<file path="src/rtl/multicycle_control_unit_if.sv">
// Control bus between the multicycle RV32I controller and its shared-memory datapath.
// The illegal_o flag exists only when ILLEGAL_TRAP_EN is defined.
interface multicycle_control_unit_if #(
    parameter int unsigned ALUC_W = 4
);
    logic [6:0]        Op;
    logic [2:0]        funct3;
    logic [6:0]        funct7;
    logic              Zero;
    logic              mem_ready;
    logic              PCWrite;
    logic              AdrSrc;
    logic              MemWrite;
    logic              IRWrite;
    logic [1:0]        ResultSrc;
    logic [1:0]        ALUSrcA;
    logic [1:0]        ALUSrcB;
    logic [1:0]        ImmSrc;
    logic              RegWrite;
    logic [ALUC_W-1:0] ALUControl;
    logic [3:0]        state_o;
`ifdef ILLEGAL_TRAP_EN
    logic              illegal_o;

    modport slave (
        input  Op, funct3, funct7, Zero, mem_ready,
        output PCWrite, AdrSrc, MemWrite, IRWrite, ResultSrc, ALUSrcA, ALUSrcB,
               ImmSrc, RegWrite, ALUControl, state_o, illegal_o
    );

    modport master (
        output Op, funct3, funct7, Zero, mem_ready,
        input  PCWrite, AdrSrc, MemWrite, IRWrite, ResultSrc, ALUSrcA, ALUSrcB,
               ImmSrc, RegWrite, ALUControl, state_o, illegal_o
    );
`else
    modport slave (
        input  Op, funct3, funct7, Zero, mem_ready,
        output PCWrite, AdrSrc, MemWrite, IRWrite, ResultSrc, ALUSrcA, ALUSrcB,
               ImmSrc, RegWrite, ALUControl, state_o
    );

    modport master (
        output Op, funct3, funct7, Zero, mem_ready,
        input  PCWrite, AdrSrc, MemWrite, IRWrite, ResultSrc, ALUSrcA, ALUSrcB,
               ImmSrc, RegWrite, ALUControl, state_o
    );
`endif
endinterface

</file>
<file path="src/rtl/multicycle_control_unit.sv">
// Multicycle RV32I control FSM: FETCH/DECODE/EXECUTE/MEM/WB sequencing with a memory ready handshake.
// Optional macro ILLEGAL_TRAP_EN: unknown opcodes lock into TRAP and raise sticky illegal_o.
module multicycle_control_unit #(
    parameter int unsigned ALUC_W = 4,
    parameter bit          MEM_HS = 1'b1
) (
    input logic                      clk,
    input logic                      rst,
    multicycle_control_unit_if.slave bus
);

    localparam int unsigned ALU_OP_W = 4;

    localparam logic [6:0] OP_LOAD   = 7'b0000011;
    localparam logic [6:0] OP_STORE  = 7'b0100011;
    localparam logic [6:0] OP_RTYPE  = 7'b0110011;
    localparam logic [6:0] OP_ITYPE  = 7'b0010011;
    localparam logic [6:0] OP_BRANCH = 7'b1100011;
    localparam logic [6:0] OP_JAL    = 7'b1101111;

    localparam logic [ALU_OP_W-1:0] ALU_ADD = 4'd0;
    localparam logic [ALU_OP_W-1:0] ALU_SUB = 4'd1;
    localparam logic [ALU_OP_W-1:0] ALU_AND = 4'd2;
    localparam logic [ALU_OP_W-1:0] ALU_OR  = 4'd3;
    localparam logic [ALU_OP_W-1:0] ALU_XOR = 4'd4;
    localparam logic [ALU_OP_W-1:0] ALU_SLT = 4'd5;
    localparam logic [ALU_OP_W-1:0] ALU_SLL = 4'd6;
    localparam logic [ALU_OP_W-1:0] ALU_SRL = 4'd7;
    localparam logic [ALU_OP_W-1:0] ALU_SRA = 4'd8;

    typedef enum logic [3:0] {
        S_FETCH  = 4'd0,
        S_DECODE = 4'd1,
        S_MEMADR = 4'd2,
        S_MEMRD  = 4'd3,
        S_MEMWB  = 4'd4,
        S_MEMWR  = 4'd5,
        S_EXER   = 4'd6,
        S_EXEI   = 4'd7,
        S_ALUWB  = 4'd8,
        S_BRANCH = 4'd9,
        S_JAL    = 4'd10
`ifdef ILLEGAL_TRAP_EN
        , S_TRAP = 4'd11
`endif
    } state_t;

    typedef struct packed {
        logic       adr_src;
        logic       mem_write;
        logic [1:0] result_src;
        logic [1:0] alu_src_a;
        logic [1:0] alu_src_b;
        logic [1:0] imm_src;
        logic       reg_write;
    } moore_t;

    localparam moore_t MOORE_FETCH = '{
        adr_src: 1'b0, mem_write: 1'b0, result_src: 2'b10, alu_src_a: 2'b00,
        alu_src_b: 2'b10, imm_src: 2'b00, reg_write: 1'b0
    };

    state_t                r_state;
    state_t                w_next;
    moore_t                r_moore;
    moore_t                w_moore;
    logic                  w_ready;
    logic                  w_pc_write;
    logic                  w_ir_write;
    logic [ALU_OP_W-1:0]   w_alu_op;
`ifdef ILLEGAL_TRAP_EN
    logic                  r_illegal;
`endif

    function automatic logic [ALU_OP_W-1:0] alu_decode(input logic [2:0] f3, input logic f7b5,
                                                       input logic is_r);
        logic [ALU_OP_W-1:0] op;
        op = ALU_ADD;
        case (f3)
            3'b000: op = (is_r && f7b5) ? ALU_SUB : ALU_ADD;
            3'b001: op = ALU_SLL;
            3'b010: op = ALU_SLT;
            3'b011: op = ALU_ADD;
            3'b100: op = ALU_XOR;
            3'b101: op = f7b5 ? ALU_SRA : ALU_SRL;
            3'b110: op = ALU_OR;
            3'b111: op = ALU_AND;
        endcase
        return op;
    endfunction

    assign w_ready = bus.mem_ready | !MEM_HS;

    // Next-state sequencing
    always_comb begin
        w_next = r_state;
        case (r_state)
            S_FETCH:  w_next = w_ready ? S_DECODE : S_FETCH;
            S_DECODE: begin
                case (bus.Op)
                    OP_LOAD, OP_STORE: w_next = S_MEMADR;
                    OP_RTYPE:          w_next = S_EXER;
                    OP_ITYPE:          w_next = S_EXEI;
                    OP_BRANCH:         w_next = S_BRANCH;
                    OP_JAL:            w_next = S_JAL;
`ifdef ILLEGAL_TRAP_EN
                    default:           w_next = S_TRAP;
`else
                    default:           w_next = S_FETCH;
`endif
                endcase
            end
            S_MEMADR: w_next = (bus.Op == OP_STORE) ? S_MEMWR : S_MEMRD;
            S_MEMRD:  w_next = w_ready ? S_MEMWB : S_MEMRD;
            S_MEMWB:  w_next = S_FETCH;
            S_MEMWR:  w_next = w_ready ? S_FETCH : S_MEMWR;
            S_EXER:   w_next = S_ALUWB;
            S_EXEI:   w_next = S_ALUWB;
            S_ALUWB:  w_next = S_FETCH;
            S_BRANCH: w_next = S_FETCH;
            S_JAL:    w_next = S_ALUWB;
`ifdef ILLEGAL_TRAP_EN
            S_TRAP:   w_next = S_TRAP;
`endif
            default:  w_next = S_FETCH;
        endcase
    end

    // Moore outputs of the state being entered, so they leave the flops with the state
    always_comb begin
        w_moore = '0;
        case (w_next)
            S_FETCH:  w_moore = MOORE_FETCH;
            S_DECODE: begin
                w_moore.alu_src_a = 2'b01;
                w_moore.alu_src_b = 2'b01;
                w_moore.imm_src   = 2'b10;
            end
            S_MEMADR: begin
                w_moore.alu_src_a = 2'b10;
                w_moore.alu_src_b = 2'b01;
                w_moore.imm_src   = (bus.Op == OP_STORE) ? 2'b01 : 2'b00;
            end
            S_MEMRD:  w_moore.adr_src = 1'b1;
            S_MEMWB: begin
                w_moore.result_src = 2'b01;
                w_moore.reg_write  = 1'b1;
            end
            S_MEMWR: begin
                w_moore.adr_src   = 1'b1;
                w_moore.mem_write = 1'b1;
            end
            S_EXER:   w_moore.alu_src_a = 2'b10;
            S_EXEI: begin
                w_moore.alu_src_a = 2'b10;
                w_moore.alu_src_b = 2'b01;
            end
            S_ALUWB:  w_moore.reg_write = 1'b1;
            S_BRANCH: w_moore.alu_src_a = 2'b10;
            S_JAL: begin
                w_moore.alu_src_a = 2'b01;
                w_moore.alu_src_b = 2'b10;
            end
            default:  w_moore = '0;
        endcase
    end

    always_ff @(posedge clk) begin
        if (!rst) begin
            r_state   <= S_FETCH;
            r_moore   <= MOORE_FETCH;
`ifdef ILLEGAL_TRAP_EN
            r_illegal <= 1'b0;
`endif
        end else begin
            r_state <= w_next;
            r_moore <= w_moore;
`ifdef ILLEGAL_TRAP_EN
            if (w_next == S_TRAP) begin
                r_illegal <= 1'b1;
            end
`endif
        end
    end

    // Input-dependent outputs: fetch handshake, branch decision, ALU op decode
    always_comb begin
        w_pc_write = 1'b0;
        w_ir_write = 1'b0;
        w_alu_op   = ALU_ADD;
        case (r_state)
            S_FETCH: begin
                w_pc_write = w_ready;
                w_ir_write = w_ready;
            end
            S_EXER:   w_alu_op = alu_decode(bus.funct3, bus.funct7[5], 1'b1);
            S_EXEI:   w_alu_op = alu_decode(bus.funct3, bus.funct7[5], 1'b0);
            S_BRANCH: begin
                w_alu_op = ALU_SUB;
                case (bus.funct3)
                    3'b000:  w_pc_write = bus.Zero;
                    3'b001:  w_pc_write = !bus.Zero;
                    default: w_pc_write = 1'b0;
                endcase
            end
            S_JAL:    w_pc_write = 1'b1;
            default: begin
                w_pc_write = 1'b0;
                w_ir_write = 1'b0;
            end
        endcase
    end

    assign bus.PCWrite    = w_pc_write;
    assign bus.IRWrite    = w_ir_write;
    assign bus.ALUControl = ALUC_W'(w_alu_op);
    assign bus.AdrSrc     = r_moore.adr_src;
    assign bus.MemWrite   = r_moore.mem_write;
    assign bus.ResultSrc  = r_moore.result_src;
    assign bus.ALUSrcA    = r_moore.alu_src_a;
    assign bus.ALUSrcB    = r_moore.alu_src_b;
    assign bus.ImmSrc     = r_moore.imm_src;
    assign bus.RegWrite   = r_moore.reg_write;
    assign bus.state_o    = r_state;
`ifdef ILLEGAL_TRAP_EN
    assign bus.illegal_o  = r_illegal;
`endif

endmodule

</file>
<file path="src/flat_wrapper.sv">
// flat-port wrapper written by rule: the top's interface ports become plain ports
module multicycle_control_unit_flat 
#(
    parameter int unsigned ALUC_W = 4,
    parameter bit          MEM_HS = 1'b1
)
  (clk, rst, bus_Op, bus_funct3, bus_funct7, bus_Zero, bus_mem_ready, bus_PCWrite, bus_AdrSrc, bus_MemWrite, bus_IRWrite, bus_ResultSrc, bus_ALUSrcA, bus_ALUSrcB, bus_ImmSrc, bus_RegWrite, bus_ALUControl, bus_state_o);
  multicycle_control_unit_if #(.ALUC_W(ALUC_W)) bus_i ();
  input logic clk;
  input logic rst;
  input wire logic [$bits(bus_i.Op)-1:0] bus_Op;
  input wire logic [$bits(bus_i.funct3)-1:0] bus_funct3;
  input wire logic [$bits(bus_i.funct7)-1:0] bus_funct7;
  input wire logic [$bits(bus_i.Zero)-1:0] bus_Zero;
  input wire logic [$bits(bus_i.mem_ready)-1:0] bus_mem_ready;
  output wire logic [$bits(bus_i.PCWrite)-1:0] bus_PCWrite;
  output wire logic [$bits(bus_i.AdrSrc)-1:0] bus_AdrSrc;
  output wire logic [$bits(bus_i.MemWrite)-1:0] bus_MemWrite;
  output wire logic [$bits(bus_i.IRWrite)-1:0] bus_IRWrite;
  output wire logic [$bits(bus_i.ResultSrc)-1:0] bus_ResultSrc;
  output wire logic [$bits(bus_i.ALUSrcA)-1:0] bus_ALUSrcA;
  output wire logic [$bits(bus_i.ALUSrcB)-1:0] bus_ALUSrcB;
  output wire logic [$bits(bus_i.ImmSrc)-1:0] bus_ImmSrc;
  output wire logic [$bits(bus_i.RegWrite)-1:0] bus_RegWrite;
  output wire logic [$bits(bus_i.ALUControl)-1:0] bus_ALUControl;
  output wire logic [$bits(bus_i.state_o)-1:0] bus_state_o;
  assign bus_i.Op = bus_Op;
  assign bus_i.funct3 = bus_funct3;
  assign bus_i.funct7 = bus_funct7;
  assign bus_i.Zero = bus_Zero;
  assign bus_i.mem_ready = bus_mem_ready;
  assign bus_PCWrite = bus_i.PCWrite;
  assign bus_AdrSrc = bus_i.AdrSrc;
  assign bus_MemWrite = bus_i.MemWrite;
  assign bus_IRWrite = bus_i.IRWrite;
  assign bus_ResultSrc = bus_i.ResultSrc;
  assign bus_ALUSrcA = bus_i.ALUSrcA;
  assign bus_ALUSrcB = bus_i.ALUSrcB;
  assign bus_ImmSrc = bus_i.ImmSrc;
  assign bus_RegWrite = bus_i.RegWrite;
  assign bus_ALUControl = bus_i.ALUControl;
  assign bus_state_o = bus_i.state_o;
  multicycle_control_unit #(.ALUC_W(ALUC_W), .MEM_HS(MEM_HS)) u_core (.clk(clk), .rst(rst), .bus(bus_i));
endmodule
</file>
<file path="config.mk">
export PLATFORM = sky130hd
export DESIGN_NAME = multicycle_control_unit_flat
export DESIGN_NICKNAME = d
export VERILOG_FILES = /design/src/rtl/multicycle_control_unit_if.sv /design/src/rtl/multicycle_control_unit.sv /design/src/flat_wrapper.sv
export SDC_FILE = /design/constraint.sdc
export NUM_CORES = 1
export LEC_CHECK = 0
export CORE_AREA = 2 2 49 51
export CTS_BUF_LIST = sky130_fd_sc_hd__clkbuf_8
export DETAILED_ROUTE_END_ITERATION = 12
export DIE_AREA = 0 0 51 53
export PLACE_DENSITY = 0.95
export SLEW_MARGIN = 20
export SYNTH_ARGS = -nofsm -noshare
export SYNTH_HDL_FRONTEND = slang
export SYNTH_SLANG_ARGS = --single-unit
</file>
<file path="constraint.sdc">
create_clock -name clk -period 3.81 [get_ports clk]
set_input_delay 0.381 -clock clk [delete_from_list [all_inputs] [get_ports clk]]
set_output_delay 0.381 -clock clk [all_outputs]
set_load 0.03 [all_outputs]
</file>
# Word-level counts from Yosys, hierarchy flattened
# Cells that the tools add are included.
[totals]
regBits = 15
in_bits = 21
out_inout_bits = 21
word_cells = 74
[classes]
eq_ne = 31
n_mux = 22
n_reduce_logical = 13
[op_table]
columns = ["cell", "n"]
rows = [
  ["4-bit case mux with 8 select lines", 1],
  ["4-bit by 3-bit equality test with 1-bit output, second input constant", 7],
  ["4-bit case mux with 7 select lines", 1],
  ["4-bit case mux with 6 select lines", 1],
  ["4-bit equality test, second input constant", 5],
  ["4-bit case mux with 5 select lines", 1],
  ["4-bit by 2-bit equality test with 1-bit output, second input constant", 4],
  ["2-bit case mux with 2 select lines", 4],
  ["7-bit by 6-bit equality test with 1-bit output, second input constant", 2],
  ["7-bit equality test, second input constant", 2],
  ["3-bit equality test, second input constant", 4],
  ["4-bit case mux with 3 select lines", 1],
  ["2-bit OR reduction", 6],
  ["3-bit 2-to-1 mux", 3],
  ["4-bit by 1-bit equality test with 1-bit output, second input constant", 2],
  ["4-bit zero test", 2],
  ["7-bit by 2-bit equality test with 1-bit output, second input constant", 1],
  ["7-bit by 5-bit equality test with 1-bit output, second input constant", 1],
  ["1-bit 2-to-1 mux", 7],
  ["3-bit by 2-bit equality test with 1-bit output, second input constant", 2],
  ["3-bit OR reduction", 2],
  ["4-bit 2-to-1 mux", 1],
  ["4-bit OR reduction", 1],
  ["3-bit by 1-bit equality test with 1-bit output, second input constant", 1],
  ["4 further kinds", 4],
]

# Depth between registers and ports, before layout
[depth]
depth_word = 7
depth_mapped = 7
ltp_nobuf = 6

# Least setup slack after synthesis
# Ideal clock, no wire load.
[synth_path]
path_kind = "register -> output"
startpoint = "register u_core.r_state[1] (netlist: u_core.bus.state_o[1])"
endpoint = "output port bus_ALUControl[2]"
t_arrival_ns = 1.776
required_time_ns = 3.429
setup_slack_ns = 1.653
stages_incl_launch_ff = 4
n_path_buf = 1
path_cell_list = "dfxtp_1 > buf_2 > nand3b_1 > a311oi_1"
[synth_between]
elab_chain_len = 2
word_cells_on_any_way = 4
cone_classes = "eq/ne: 3; mux: 1"
[synth_lines]
columns = ["element", "line_no", "source"]
rows = [
  ["start: declaration", "multicycle_control_unit.sv:63", "state_t r_state;"],
  ["start signal: assignment", "multicycle_control_unit.sv:176", "r_state <= w_next;"],
  ["4-bit equality test / 4-bit by 3-bit equality test with 1-bit output (equally long branches)", "multicycle_control_unit.sv:191", "case (r_state)"],
  ["4-bit case mux with 3 select lines (*)", "multicycle_control_unit.sv:191", ""],
  ["end: declaration", "flat_wrapper.sv:25", "output wire logic [$bits(bus_i.ALUControl)-1:0] bus_ALUControl;"],
]
# Every way passes the cells marked *; elsewhere a longest branch is shown, timed or not.

# Worst setup path in the final report
[layout_path]
startpoint = "input port bus_mem_ready"
endpoint = "output port bus_IRWrite"
[layout_between]
elab_chain_len = 1
[layout_lines]
columns = ["element", "line_no", "source"]
rows = [
  ["start: declaration", "flat_wrapper.sv:15", "input wire logic [$bits(bus_i.mem_ready)-1:0] bus_mem_ready;"],
  ["1-bit 2-to-1 mux", "multicycle_control_unit.sv:191", ""],
  ["end: declaration", "flat_wrapper.sv:19", "output wire logic [$bits(bus_i.IRWrite)-1:0] bus_IRWrite;"],
]
# Every way passes these cells.

==> impl_metrics.json <==
{
  "worstPathCellList": "clkdlybuf4s50_1 > nand2b_1 > nor4_1 > clkdlybuf4s50_1",
  "ys_ff_latch": 15,
  "layout-drive-gt1-share": 0.121,
  "ys_seq_area_frac": 0.310,
  "fin_cells": 168,
  "synth.cell_area_um2": 967,
  "mappedNetlistNets": 128,
  "netlist_top_cells_area": "dfxtp_1 (31%), nor2_1 (4.3%), buf_6 (3.5%)",
  "power_uw": 365,
  "cts_buffers": 3,
  "first_global_vias": 959,
  "vdd_ir_drop_max_uv": 208,
  "wl_mm": 2.37,
  "area_delta_synth_final_pct": 39.6,
  "hold_viol": 0,
  "setup_ws_ps": 1150,
  "yosysTopAreaCellShare": 0.310,
  "yosysUniqueCellTypes": 50,
  "synthArstFlopShare": 0,
  "synth_edf_count": 0,
  "dpl_cell_area_um2": 1310,
  "slowest_delay_ps": 790,
  "fin_crit_ps": 2660,
  "clock_skew_ps": 7.64,
  "place_ws_ps": 1190,
  "ctsHoldBuffers": 0,
  "cts.sinks": 15,
  "whs_ps": 820,
  "yosysWarningCount": 0,
  "cts_setup_buffers": 0,
  "crit_family": "buffers and inverters",
  "cap_violations": 0,
  "portBuffers": 35,
  "critPathMostFrequentCell": "clkdlybuf4s50_1",
  "worst-path-buf-inv": 2,
  "min_path_type": "input port to register",
  "nets": 162,
  "clock.fmax_mhz": 376,
  "vias_per_cell": 5.61,
  "drc": 0,
  "routedWlPerCell_um": 14.1,
  "die-height_um": 53,
  "gp_congestion": 0.787,
  "antenna_left": 0,
  "layout_commonest_cell": "clkdlybuf4s50_1",
  "initial_core_util": 0.450,
  "path_max_fanout": 6,
  "htreeDepth": 1,
  "mostFrequentLayoutCells": "clkdlybuf4s50_1 (35), dfxtp_1 (15), nor2_1 (11)",
  "antenna_found_initial": 0,
  "leakage_nw": 0.469,
  "slew_headroom": 0.616,
  "rsz0062_at_grt": "false",
  "fp.dieW_um": 51,
  "post-dp-hpwl_mm": 1.82,
  "start_kind": "input port",
  "design_area_um2": 1350,
  "diodes": 0,
  "row_count": 17,
  "synthCells": 107,
  "dp_cells": 164,
  "drt_iter0_markers": 15,
  "clockRootBuffer": "clkbuf_8",
  "grt_max_degree": 15,
  "setup_violations": 0,
  "insertion_delay_ps": 250,
  "post_cts_resized": 0,
  "crit_type": "input port to output port",
  "cp-end-kind": "output port",
  "clockBufferDepth": 2,
  "cts_tree": "done",
  "avgSynthCellArea_um2": 9.04,
  "cp.required_ps": 3430,
  "final_core_util": 0.628,
  "worst_pin_slew_ps": 570,
  "synth_ff_type": "dfxtp_1",
  "outcome": "complete, no violations",
  "clk_pin_slew_worst_paths_ps": 60,
  "worst_path_max_delay_cell": "clkdlybuf4s50_1",
  "powerDensity_nw_per_um2": 270,
  "grt_overflow": 0,
  "fin_crit_sh": 0.697,
  "cp.arrival_ps": 2280,
  "finalSetupTns_ps": 0,
  "ioPinCount": 42,
  "grt_pass1_wl_mm": 3.93,
  "slew_violations": 0,
  "num_vias": 942,
  "die-area_um2": 2700,
  "drt_pass1_iterations": 4,
  "grt_use_total": 0.197,
  "coreArea_um2": 2150,
  "synth_area_leader_cell": "dfxtp_1"
}
[metal layers]
metal | track usage | wire, um
met1 | 0.197 | 932
met2 | 0.357 | 1200
met3 | 0.0424 | 154
met4 | 0.149 | 85
met5 | 0 | 0
[final cells by class]
| class | count | area, um^2 |
|---|---|---|
| clock inverter | 1 | 3.75 |
| tap | 28 | 35.0 |
| multi-input combinational | 85 | 616 |
| inverter | 1 | 3.75 |
| sequential | 15 | 300 |
| fill | 205 | 798 |
| timing repair buffer | 35 | 350 |
| clock buffer | 3 | 41.3 |
[power breakdown]
group          switching (mW)  internal, mW  leakage, nW
Combinational          0.0379        0.0374        0.320
Sequential            0.00357         0.161        0.122
Clock                  0.0532        0.0714       0.0269
Total                  0.0947         0.270        0.469
[registers in the layout, summed over array words and instances, names as in the netlist]
| signal | flops |
|---|---|
| u_core.bus.ResultSrc | 2 |
| u_core.bus.ImmSrc | 2 |
| u_core.bus.AdrSrc | 1 |
| u_core.bus.ALUSrcB | 2 |
| u_core.bus.MemWrite | 1 |
| u_core.bus.ALUSrcA | 2 |
| u_core.bus.RegWrite | 1 |
| u_core.bus.state_o | 4 |
[cell usage after synthesis (2+ instances only)]
cell,number
buf_2,2
a31oi_1,3
xor2_1,2
nand3b_1,4
nand2b_1,3
and2_1,4
o21ai_1,2
nor2b_1,3
and3_1,2
nand3_1,2
buf_6,3
nand2_1,4
nor2_1,11
a21oi_1,4
nor3_1,4
and4b_1,2
nor3b_1,4
dfxtp_1,15
nor4_1,2
[path summary, 6_finish.rpt]
check	start	endpoint	slack (ps)	cells after the start
max	bus_mem_ready	bus_IRWrite	1150	4
min	bus_Op[1]	u_core.bus.ImmSrc[0]	820	3
max reg2reg	u_core.bus.state_o[0]	u_core.bus.AdrSrc	1740	5
min reg2reg	u_core.bus.state_o[3]	u_core.bus.ImmSrc[1]	930	3
[cells by family (layout without fill, tap and decap cells)]
logic type,Yosys count,in the layout,synth area share
simple gates,59,59,0.419
flops,15,15,0.310
compound gates,22,22,0.180
buf+inv,7,40,0.0530
mux,1,1,0.0103
xor+xnor,3,3,0.0272
[worst min-delay path, stage by stage]
cell	delay, ps
clkdlybuf4s50_1	450
nand4bb_4	140
nor4_2	50
Power figures use the tool's default switching activity.
